**src/rtl/serial_deser_arbiter_if.sv**
```systemverilog
// rtl/serial_deser_arbiter_if.sv - serial requester lanes and tagged parallel word output
interface serial_deser_arbiter_if #(
  parameter int width = 8,
  parameter int n_req = 4,
  parameter int id_w  = $clog2(n_req)
);
  logic [n_req-1:0] req_valid;
  logic [n_req-1:0] req_data;
  logic [n_req-1:0] req_ready;
  logic             parallel_valid;
  logic [width-1:0] parallel_data;
  logic [id_w-1:0]  parallel_id;
  logic             parallel_ready;

  modport master (
    output req_valid, req_data, parallel_ready,
    input  req_ready, parallel_valid, parallel_data, parallel_id
  );

  modport slave (
    input  req_valid, req_data, parallel_ready,
    output req_ready, parallel_valid, parallel_data, parallel_id
  );
endinterface

```
**src/rtl/serial_deser_arbiter.sv**
```systemverilog
// rtl/serial_deser_arbiter.sv - round-robin shared serial-to-parallel deserializer
module serial_deser_arbiter #(
  parameter int width = 8,
  parameter int n_req = 4,
  parameter int id_w  = $clog2(n_req)
) (
  input  logic                  clk,
  input  logic                  rst,
  serial_deser_arbiter_if.slave bus
);
  localparam int cnt_w = $clog2(width + 1);
  localparam logic [cnt_w-1:0] last_cnt = cnt_w'(width - 1);
  localparam logic [id_w-1:0]  last_id  = id_w'(n_req - 1);

  typedef enum logic [1:0] {IDLE, COLLECT, HOLD} state_t;

  state_t           state_q, state_d;
  logic [id_w-1:0]  rr_ptr_q, rr_ptr_d;
  logic [id_w-1:0]  grant_q, grant_d;
  logic [cnt_w-1:0] bit_cnt_q, bit_cnt_d;
  logic [width-1:0] shift_q, shift_d;
  logic [width-1:0] pdata_q, pdata_d;
  logic [id_w-1:0]  pid_q, pid_d;
  logic             pvalid_q, pvalid_d;

  logic             found;
  logic [id_w-1:0]  pick;
  int               search_idx;
  logic [width-1:0] shift_in;

  // First valid lane at or after rr_ptr, wrapping past n_req-1 to 0.
  always_comb begin
    found      = 1'b0;
    pick       = rr_ptr_q;
    search_idx = 0;
    for (int k = 0; k < n_req; k++) begin
      search_idx = int'(rr_ptr_q) + k;
      if (search_idx >= n_req) search_idx = search_idx - n_req;
      if (!found && bus.req_valid[search_idx]) begin
        found = 1'b1;
        pick  = id_w'(search_idx);
      end
    end
  end

  assign shift_in = {shift_q[width-2:0], bus.req_data[grant_q]};

  always_comb begin
    state_d   = state_q;
    rr_ptr_d  = rr_ptr_q;
    grant_d   = grant_q;
    bit_cnt_d = bit_cnt_q;
    shift_d   = shift_q;
    pdata_d   = pdata_q;
    pid_d     = pid_q;
    pvalid_d  = pvalid_q;
    unique case (state_q)
      IDLE: begin
        if (found) begin
          grant_d   = pick;
          bit_cnt_d = '0;
          state_d   = COLLECT;
        end
      end
      COLLECT: begin
        // Grant stays locked across gaps; other lanes simply stall.
        if (bus.req_valid[grant_q]) begin
          shift_d   = shift_in;
          bit_cnt_d = bit_cnt_q + cnt_w'(1);
          if (bit_cnt_q == last_cnt) begin
            pdata_d  = shift_in;
            pid_d    = grant_q;
            pvalid_d = 1'b1;
            state_d  = HOLD;
          end
        end
      end
      HOLD: begin
        if (bus.parallel_ready) begin
          pvalid_d = 1'b0;
          rr_ptr_d = (grant_q == last_id) ? '0 : grant_q + id_w'(1);
          state_d  = IDLE;
        end
      end
      default: state_d = IDLE;
    endcase
  end

  always_ff @(posedge clk or negedge rst) begin
    if (!rst) begin
      state_q   <= IDLE;
      rr_ptr_q  <= '0;
      grant_q   <= '0;
      bit_cnt_q <= '0;
      shift_q   <= '0;
      pdata_q   <= '0;
      pid_q     <= '0;
      pvalid_q  <= 1'b0;
    end else begin
      state_q   <= state_d;
      rr_ptr_q  <= rr_ptr_d;
      grant_q   <= grant_d;
      bit_cnt_q <= bit_cnt_d;
      shift_q   <= shift_d;
      pdata_q   <= pdata_d;
      pid_q     <= pid_d;
      pvalid_q  <= pvalid_d;
    end
  end

  // Depends only on state and grant, so parallel_ready never reaches req_ready.
  always_comb begin
    bus.req_ready = '0;
    if (state_q == COLLECT) bus.req_ready[grant_q] = 1'b1;
  end

  assign bus.parallel_valid = pvalid_q;
  assign bus.parallel_data  = pdata_q;
  assign bus.parallel_id    = pid_q;
endmodule

```
**src/flat_wrapper.sv**
```systemverilog
// flat-port wrapper written by rule: the top's interface ports become plain ports
module serial_deser_arbiter_flat 
#(
  parameter int width = 8,
  parameter int n_req = 4,
  parameter int id_w  = $clog2(n_req)
)
  (clk, rst, bus_req_valid, bus_req_data, bus_parallel_ready, bus_req_ready, bus_parallel_valid, bus_parallel_data, bus_parallel_id);
  serial_deser_arbiter_if #(.width(width), .n_req(n_req), .id_w(id_w)) bus_i ();
  input  logic clk;
  input  logic rst;
  input wire logic [$bits(bus_i.req_valid)-1:0] bus_req_valid;
  input wire logic [$bits(bus_i.req_data)-1:0] bus_req_data;
  input wire logic [$bits(bus_i.parallel_ready)-1:0] bus_parallel_ready;
  output wire logic [$bits(bus_i.req_ready)-1:0] bus_req_ready;
  output wire logic [$bits(bus_i.parallel_valid)-1:0] bus_parallel_valid;
  output wire logic [$bits(bus_i.parallel_data)-1:0] bus_parallel_data;
  output wire logic [$bits(bus_i.parallel_id)-1:0] bus_parallel_id;
  assign bus_i.req_valid = bus_req_valid;
  assign bus_i.req_data = bus_req_data;
  assign bus_i.parallel_ready = bus_parallel_ready;
  assign bus_req_ready = bus_i.req_ready;
  assign bus_parallel_valid = bus_i.parallel_valid;
  assign bus_parallel_data = bus_i.parallel_data;
  assign bus_parallel_id = bus_i.parallel_id;
  serial_deser_arbiter #(.width(width), .n_req(n_req), .id_w(id_w)) u_core (.clk(clk), .rst(rst), .bus(bus_i));
endmodule
```
**config.mk**
```make
export PLATFORM = sky130hd
export DESIGN_NAME = serial_deser_arbiter_flat
export DESIGN_NICKNAME = d
export VERILOG_FILES = /design/src/rtl/serial_deser_arbiter_if.sv /design/src/rtl/serial_deser_arbiter.sv /design/src/flat_wrapper.sv
export SDC_FILE = /design/constraint.sdc
export NUM_CORES = 1
export LEC_CHECK = 0
export CAP_MARGIN = 20
export CORE_MARGIN = 8
export CORE_UTILIZATION = 47
export CTS_BUF_LIST = sky130_fd_sc_hd__clkbuf_4 sky130_fd_sc_hd__clkbuf_8 sky130_fd_sc_hd__clkbuf_16
export CTS_CLUSTER_DIAMETER = 80
export CTS_CLUSTER_SIZE = 10
export DETAILED_ROUTE_END_ITERATION = 16
export GPL_TIMING_DRIVEN = 0
export PLACE_DENSITY = 0.81
export SLEW_MARGIN = 15
export SYNTH_ARGS = -nofsm -noshare
export SYNTH_HDL_FRONTEND = slang
export SYNTH_SLANG_ARGS = --single-unit
```
**constraint.sdc**
```tcl
create_clock -name clk -period 2.7 [get_ports clk]
set_input_delay 0.54 -clock clk [delete_from_list [all_inputs] [get_ports clk]]
set_output_delay 0.54 -clock clk [all_outputs]
set_load 0.005 [all_outputs]
```
==> reports/results.txt, run 1 <==
CTS H-tree depth: 1
Total GRT Usage: 0.112
First-pass GRT wire length: 4.69 mm
Core Util, Final: 0.582
Leak: 0.779 nW
Drt first pass iters: 3
Drt drc: 0
Max_slew headroom: 0.586
GPL Wtd Cong: 0.854
Path type of the worst min-delay path: in -> async
Synth Register Bits: 28
Antenna diode count: 0
Number of CTS-inserted buffers: 3
Syn_nets: 131
# hold bufs at CTS: 0
Vias in the first global route: 971
Final Cycle Share: 0.873
Wire per inst: 14.7 um
Area Overhead vs Synth: 21.9%
Final ANT Viol Nets: 0
Clock latency on the worst-skew pair: 0.31 ns
Share of layout cells above drive strength 1: 0.189
Total gr overflow: 0
Sequential fraction of the synthesis area: 0.497
WL final: 2.59 mm
Final worst setup slack: 0.344 ns
Mapped cell area: 1410 sq um
CTS tree: yes
Setup tns final: 0 ns
Top_reg_cell synth: dfrtp_1
Unrepaired setup endpoints after global routing: false
Die area: 5010 sq um
Initial core utilization: 0.478
# port buffers: 25
Initial antenna violation count: 0
Fin Clk Skew: 0.00511 ns
Min cycle time layout: 2.36 ns
Largest net degree at the start of global routing: 29
Peak VDD IR: 425 uV
Status: finished clean
Final Hold Fails: 0
Longest Clk Path Bufs: 2
Final setup violation count: 0
Die height: 70.8 um
Vias/cell: 5.24
Yosys warns: 0
Die X-Extent: 70.8 um
WHS: 0.218 ns
Slowest-stage cell, CP: clkdlybuf4s50_1
Async SR Flop Fraction: 1.00
Final nets: 161
Post-CTS Setup Inserts: 0
CP Class: reg -> out
Max-Cap Viols: 0
I/O pins: 26
Max Clk Rate: 0.424 GHz
Critical Path, Cell by Cell: buf_2, nor2b_1, and2_1, clkdlybuf4s50_1
Sink Count: 28
Worst R2R Setup Slack: 0.72 ns
Clk pin slew, worst setup/hold paths: 0.14 ns
Fin. max-slew vios: 0
CP Launch Type: flop
Worst-path maximum fanout: 10
Netlist cell types: 34
Power Dens Cells: 982 nW/um^2
Hpwl dp: 1.99 mm
Core Rows: 20
Measured slew at the worst slew-check pin: 0.621 ns
Iter 0 DRT Violations: 30
Post-synth EDFFs: 0
Core region area: 2950 sq um
CTS root buf: clkbuf_4
Vias: 922
Critical Path Sink Type: primary output
Worst EP required: 2.16 ns
Critical Path AT: 1.82 ns
Setup WS pre-CTS: 0.265 ns
Mean Syn Cell Area: 12.3 sq um
Resize count post-CTS: 0
Post-synthesis instance total: 115
CP max stage delay: 0.51 ns
-- synth_stat cells, types with 3 or more instances --
cell | n | area, sq um
nand2_1 | 11 | 41.3
inv_1 | 4 | 15.0
nor2_1 | 3 | 11.3
a21oi_1 | 3 | 15.0
mux2_2 | 10 | 113
ha_1 | 5 | 62.6
mux2i_1 | 3 | 30.0
dfrtp_1 | 28 | 701
nand3_1 | 3 | 15.0
mux2_4 | 9 | 135
nor2b_1 | 4 | 25.0
o21ai_0 | 3 | 15.0
and2_1 | 4 | 25.0
-- cell usage in the layout (no fill, tap or decap), types with 3 or more instances in the layout --
master and count:
dfrtp_1 28, clkdlybuf4s50_1 24, nor2_1 3, mux2_2 10
mux2i_1 3, inv_1 4, nand3_1 3, a21oi_1 3
mux2_4 9, ha_1 5, clkbuf_4 3, nand2_1 11
and2_1 4, nor2b_1 4, o21ai_0 3
-- metal layers --
metal | vias to the layer above | track usage | routed length, um
li1 | 463 | - | -
met1 | 445 | 0.140 | 1150
met2 | 14 | 0.186 | 1280
met3 | 0 | 0.0353 | 154
met4 | 0 | 0.0139 | 0
met5 | - | 0 | 0
-- worst paths after layout --
| kind | startpoint | to | cells after the start |
|---|---|---|---|
| worst max-delay path | u_core.state_q[0] | bus_req_ready[3] | 4 |
| worst min-delay path | rst | u_core.shift_q[2] | 1 |
| worst max register to register | u_core.grant_q[1] | u_core.bus.parallel_data[7] | 6 |
| worst min register to register | u_core.bus.parallel_valid | u_core.bus.parallel_valid | 1 |
| max in group asynchronous | rst | u_core.shift_q[5] | 1 |
| min in group clk | u_core.bus.parallel_valid | u_core.bus.parallel_valid | 1 |
-- worst max-delay path: cells and delay by family, from the launching register on --
family	cells	cell delay (ns)
and+or+nand+nor	2	0.45
buffers and inverters	2	0.70
DFF	1	0.36
-- where the power goes --
| group | internal (mW) | switching (mW) | total [mW] |
|---|---|---|---|
| logic | 0.507 | 0.275 | 0.782 |
| clock network | 0.0521 | 0.111 | 0.163 |
| registers | 0.595 | 0.148 | 0.743 |
-- through the flow --
| stage | instances | total power, mW | cell area (sq um) |
|---|---|---|---|
| after floorplan | 115 | 1.21 | 1410 |
| after global placement | 173 | 1.51 | 1700 |
| after detailed placement | 173 | 1.55 | 1700 |
| after CTS | 176 | 1.72 | 1720 |
| after global routing | 176 | 1.84 | 1720 |
| final | 176 | 1.69 | 1720 |
-- layout make-up --
type / count / area [sq um]
Clock buffer: 3 / 22.5
Inverter: 4 / 15.0
Timing Repair Buffer: 25 / 245
Sequential cell: 28 / 701
Fill cell: 254 / 1230
Multi-Input combinational cell: 80 / 667
Tap cell: 33 / 41.3
Buffer: 3 / 27.5
-- kinds of logic (layout without fill, tap and decap cells) --
logic type | after synthesis | count (layout) | synth area share
DFF | 28 | 28 | 0.497
buffers and inverters | 7 | 35 | 0.0302
adders and majority gates | 5 | 5 | 0.0444
and+or+nand+nor | 37 | 37 | 0.142
muxes | 24 | 24 | 0.224
AOI/OAI and AO/OA | 14 | 14 | 0.0630
-- state kept, by name, indices dropped and copies added, names as in the netlist --
| register | flops |
|---|---|
| u_core.bit_cnt_q | 4 |
| u_core.bus.parallel_data | 8 |
| u_core.bus.parallel_id | 2 |
| u_core.bus.parallel_valid | 1 |
| u_core.grant_q | 2 |
| u_core.rr_ptr_q | 2 |
| u_core.shift_q | 7 |
| u_core.state_q | 2 |
Power figures use the tool's default switching activity.
==> run 2: changes to the inputs <==
--- a/config.mk
+++ b/config.mk
@@ -5,7 +5,7 @@
 export SDC_FILE = /design/constraint.sdc
 export NUM_CORES = 1
 export LEC_CHECK = 0
-export CAP_MARGIN = 20
+export CORE_ASPECT_RATIO = 0.9
 export CORE_MARGIN = 8
 export CORE_UTILIZATION = 47
 export CTS_BUF_LIST = sky130_fd_sc_hd__clkbuf_4 sky130_fd_sc_hd__clkbuf_8 sky130_fd_sc_hd__clkbuf_16
==> run 2 against run 1 <==
Critical path depth unchanged. Utilization is 1.5 points higher. Sequential share of layout area is 0.96 points lower. First-iteration DRC count rose by 130%. Design area rose by 2.4%. Largest cell class unchanged. Largest power group unchanged. Highest routed layer is now met4.
==> reports/results.txt, run 2 (same netlist as run 1, synthesis figures left out) <==
CP max stage delay: 0.50 ns (about the same)
Final ANT Viol Nets: 0 (unchanged)
Fin. max-slew vios: 0 (unchanged)
Drt first pass iters: 4 (+1)
CTS H-tree depth: 1 (unchanged)
Fin Clk Skew: 0.00310 ns (-0.00201 ns)
Antenna diode count: 0 (unchanged)
Core region area: 2950 sq um (-0.17%)
First-pass GRT wire length: 5.11 mm (+9.1%)
Int Pwr: 1.25 mW (+8.4%)
Iter 0 DRT Violations: 68 (+130%)
Sw Share: 0.310 (-0.00672)
CP Class: reg -> out
Vias/cell: 5.15 (-1.8%)
Post-CTS Setup Inserts: 0 (unchanged)
Number of CTS-inserted buffers: 3 (unchanged)
Clock network power share: 0.150 (+0.053)
# hold bufs at CTS: 0 (unchanged)
Final Hold Fails: 0 (unchanged)
Total gr overflow: 0 (unchanged)
CP Launch Type: flop
I/O pins: 26 (unchanged)
Switching power total: 561 uW (+5.0%)
Unrepaired setup endpoints after global routing: false
Final nets: 161 (unchanged)
Clk pin slew, worst setup/hold paths: 0.15 ns (about the same)
# port buffers: 25 (unchanged)
Min cycle time layout: 2.42 ns (+0.0664 ns)
Clock latency on the worst-skew pair: 0.32 ns (about the same)
Max reg flops: 8 (unchanged)
Measured slew at the worst slew-check pin: 0.614 ns (-0.00732 ns)
Critical Path Sink Type: primary output
Worst EP required: 2.16 ns (about the same)
WL final: 2.94 mm (+14%)
Die height: 68.0 um (-4.0%)
Power Dens Cells: 1030 nW/um^2 (+4.8%)
Initial core utilization: 0.478 (+0.000811)
GPL Wtd Cong: 0.872 (+2.1%)
Worst-path maximum fanout: 10 (unchanged)
Longest Clk Path Bufs: 2 (unchanged)
Die area: 5010 sq um (about the same)
Max Clk Rate: 0.413 GHz (-2.7%)
Largest net degree at the start of global routing: 29 (unchanged)
Total GRT Usage: 0.131 (+0.0193)
Leak: 0.793 nW (+1.8%)
Resize count post-CTS: 0 (unchanged)
Status: finished clean
Slowest-stage cell, CP: clkdlybuf4s50_1
CTS tree: yes
Max_slew headroom: 0.591 (+0.00488)
Drt drc: 0 (unchanged)
Core Util, Final: 0.597 (+0.0150)
Critical Path, Cell by Cell: buf_2, nor2b_1, and2_1, clkdlybuf4s50_1
Most frequent cells in the layout: dfrtp_1 (28), clkdlybuf4s50_1 (24), nand2_1 (11)
Hpwl dp: 2.22 mm (+12%)
Setup tns final: 0 ns (unchanged)
Initial antenna violation count: 0 (unchanged)
Path type of the worst min-delay path: in -> async
Peak VDD IR: 347 uV (-19%)
Critical Path AT: 1.88 ns (+0.06 ns)
Most common cell after layout, fill and taps aside: dfrtp_1
WHS: 0.203 ns (-0.0152 ns)
Max-Cap Viols: 0 (unchanged)
Final Cycle Share: 0.897 (+0.0246)
Wire per inst: 15.8 um (+7.6%)
Final setup violation count: 0 (unchanged)
Share of layout cells above drive strength 1: 0.194 (+0.00563)
Sequential share of power: 0.415 (-0.025)
Die X-Extent: 73.7 um (+4.2%)
Vias in the first global route: 1043 (+7.4%)
Comb pwr share: 0.435 (-0.028)
Core Rows: 19 (-5.0%)
Sink Count: 28 (unchanged)
Vias: 957 (+3.8%)
Area Overhead vs Synth: 24.8%
CTS root buf: clkbuf_4
[run 2: cell count changes in the layout (fill, tap and decap cells not counted), sizes merged]
cell / delta
bufinv: +1
[run 2: stage by stage]
stage	instance area (sq um)	cells	setup slack, ns	total power [mW]
2_1_floorplan	1410	115	0.832	1.21
3_3_place_gp	1710	182	0.284	1.51
3_5_place_dp	1710	182	0.257	1.56
4_1_cts	1760	186	0.254	1.83
5_1_grt	1760	186	0.136	1.95
6_report	1760	186	0.277	1.81
[run 2: path summary, 6_finish.rpt]
| check | startpoint | endpoint | cells past startpoint | slack, ns |
|---|---|---|---|---|
| max | u_core.state_q[0] | bus_req_ready[0] | 4 | 0.28 |
| min | rst | u_core.grant_q[1] | 1 | 0.20 |
| max reg2reg | u_core.grant_q[1] | u_core.bus.parallel_data[7] | 6 | 0.68 |
| min reg2reg | u_core.bit_cnt_q[3] | u_core.bit_cnt_q[3] | 1 | 0.49 |
| max in group asynchronous | rst | u_core.shift_q[5] | 1 | 2.10 |
| min in group clk | u_core.bit_cnt_q[3] | u_core.bit_cnt_q[3] | 1 | 0.49 |
[run 2: critical path, delay by kind of cell (launching register included)]
| family | cells | cell delay (ns) |
|---|---|---|
| flops | 1 | 0.38 |
| simple gates | 2 | 0.47 |
| buf+inv | 2 | 0.71 |
[run 2: power groups by stage]
| stage | registers, mW | clock network [mW] | logic, mW |
|---|---|---|---|
| floorplan | 0.721 | 0 | 0.488 |
| CTS | 0.754 | 0.279 | 0.801 |
| detailed placement | 0.763 | 0 | 0.799 |
| global placement | 0.743 | 0 | 0.768 |
| global route | 0.782 | 0.296 | 0.876 |
| finish | 0.751 | 0.272 | 0.788 |
[run 2: area by class of cell]
| cell class | count | area, sq um |
|---|---|---|
| Multi-Input combinational cell | 80 | 667 |
| Inverter | 4 | 15.0 |
| Buffer | 3 | 27.5 |
| Fill cell | 253 | 1190 |
| Clock buffer | 3 | 22.5 |
| Sequential cell | 28 | 701 |
| Tap cell | 42 | 52.6 |
| Timing Repair Buffer | 25 | 245 |
| Clock inverter | 1 | 30.0 |
[run 2: metal layers]
layer,vias to the layer above,track usage,share of wire
met5,-,0,0
met4,0,0.0672,0.021
met3,6,0.0278,0.041
met2,17,0.232,0.52
met1,475,0.146,0.41
li1,459,-,-
==> run 3: changes to the inputs <==
--- a/config.mk
+++ b/config.mk
@@ -13,6 +13,7 @@
 export CTS_CLUSTER_SIZE = 10
 export DETAILED_ROUTE_END_ITERATION = 16
 export GPL_TIMING_DRIVEN = 0
+export MAX_ROUTING_LAYER = met4
 export PLACE_DENSITY = 0.81
 export SLEW_MARGIN = 15
 export SYNTH_ARGS = -nofsm -noshare
==> results of run 3 <==
The final DEF is identical to that of run 2; final timing and power are the same.
Among the figures that moved: final weighted congestion in routability-driven placement 0.872 -> 0.886; overall routing resource usage 0.131 -> 0.135; violation count after the first detailed-route iteration 68 -> 64
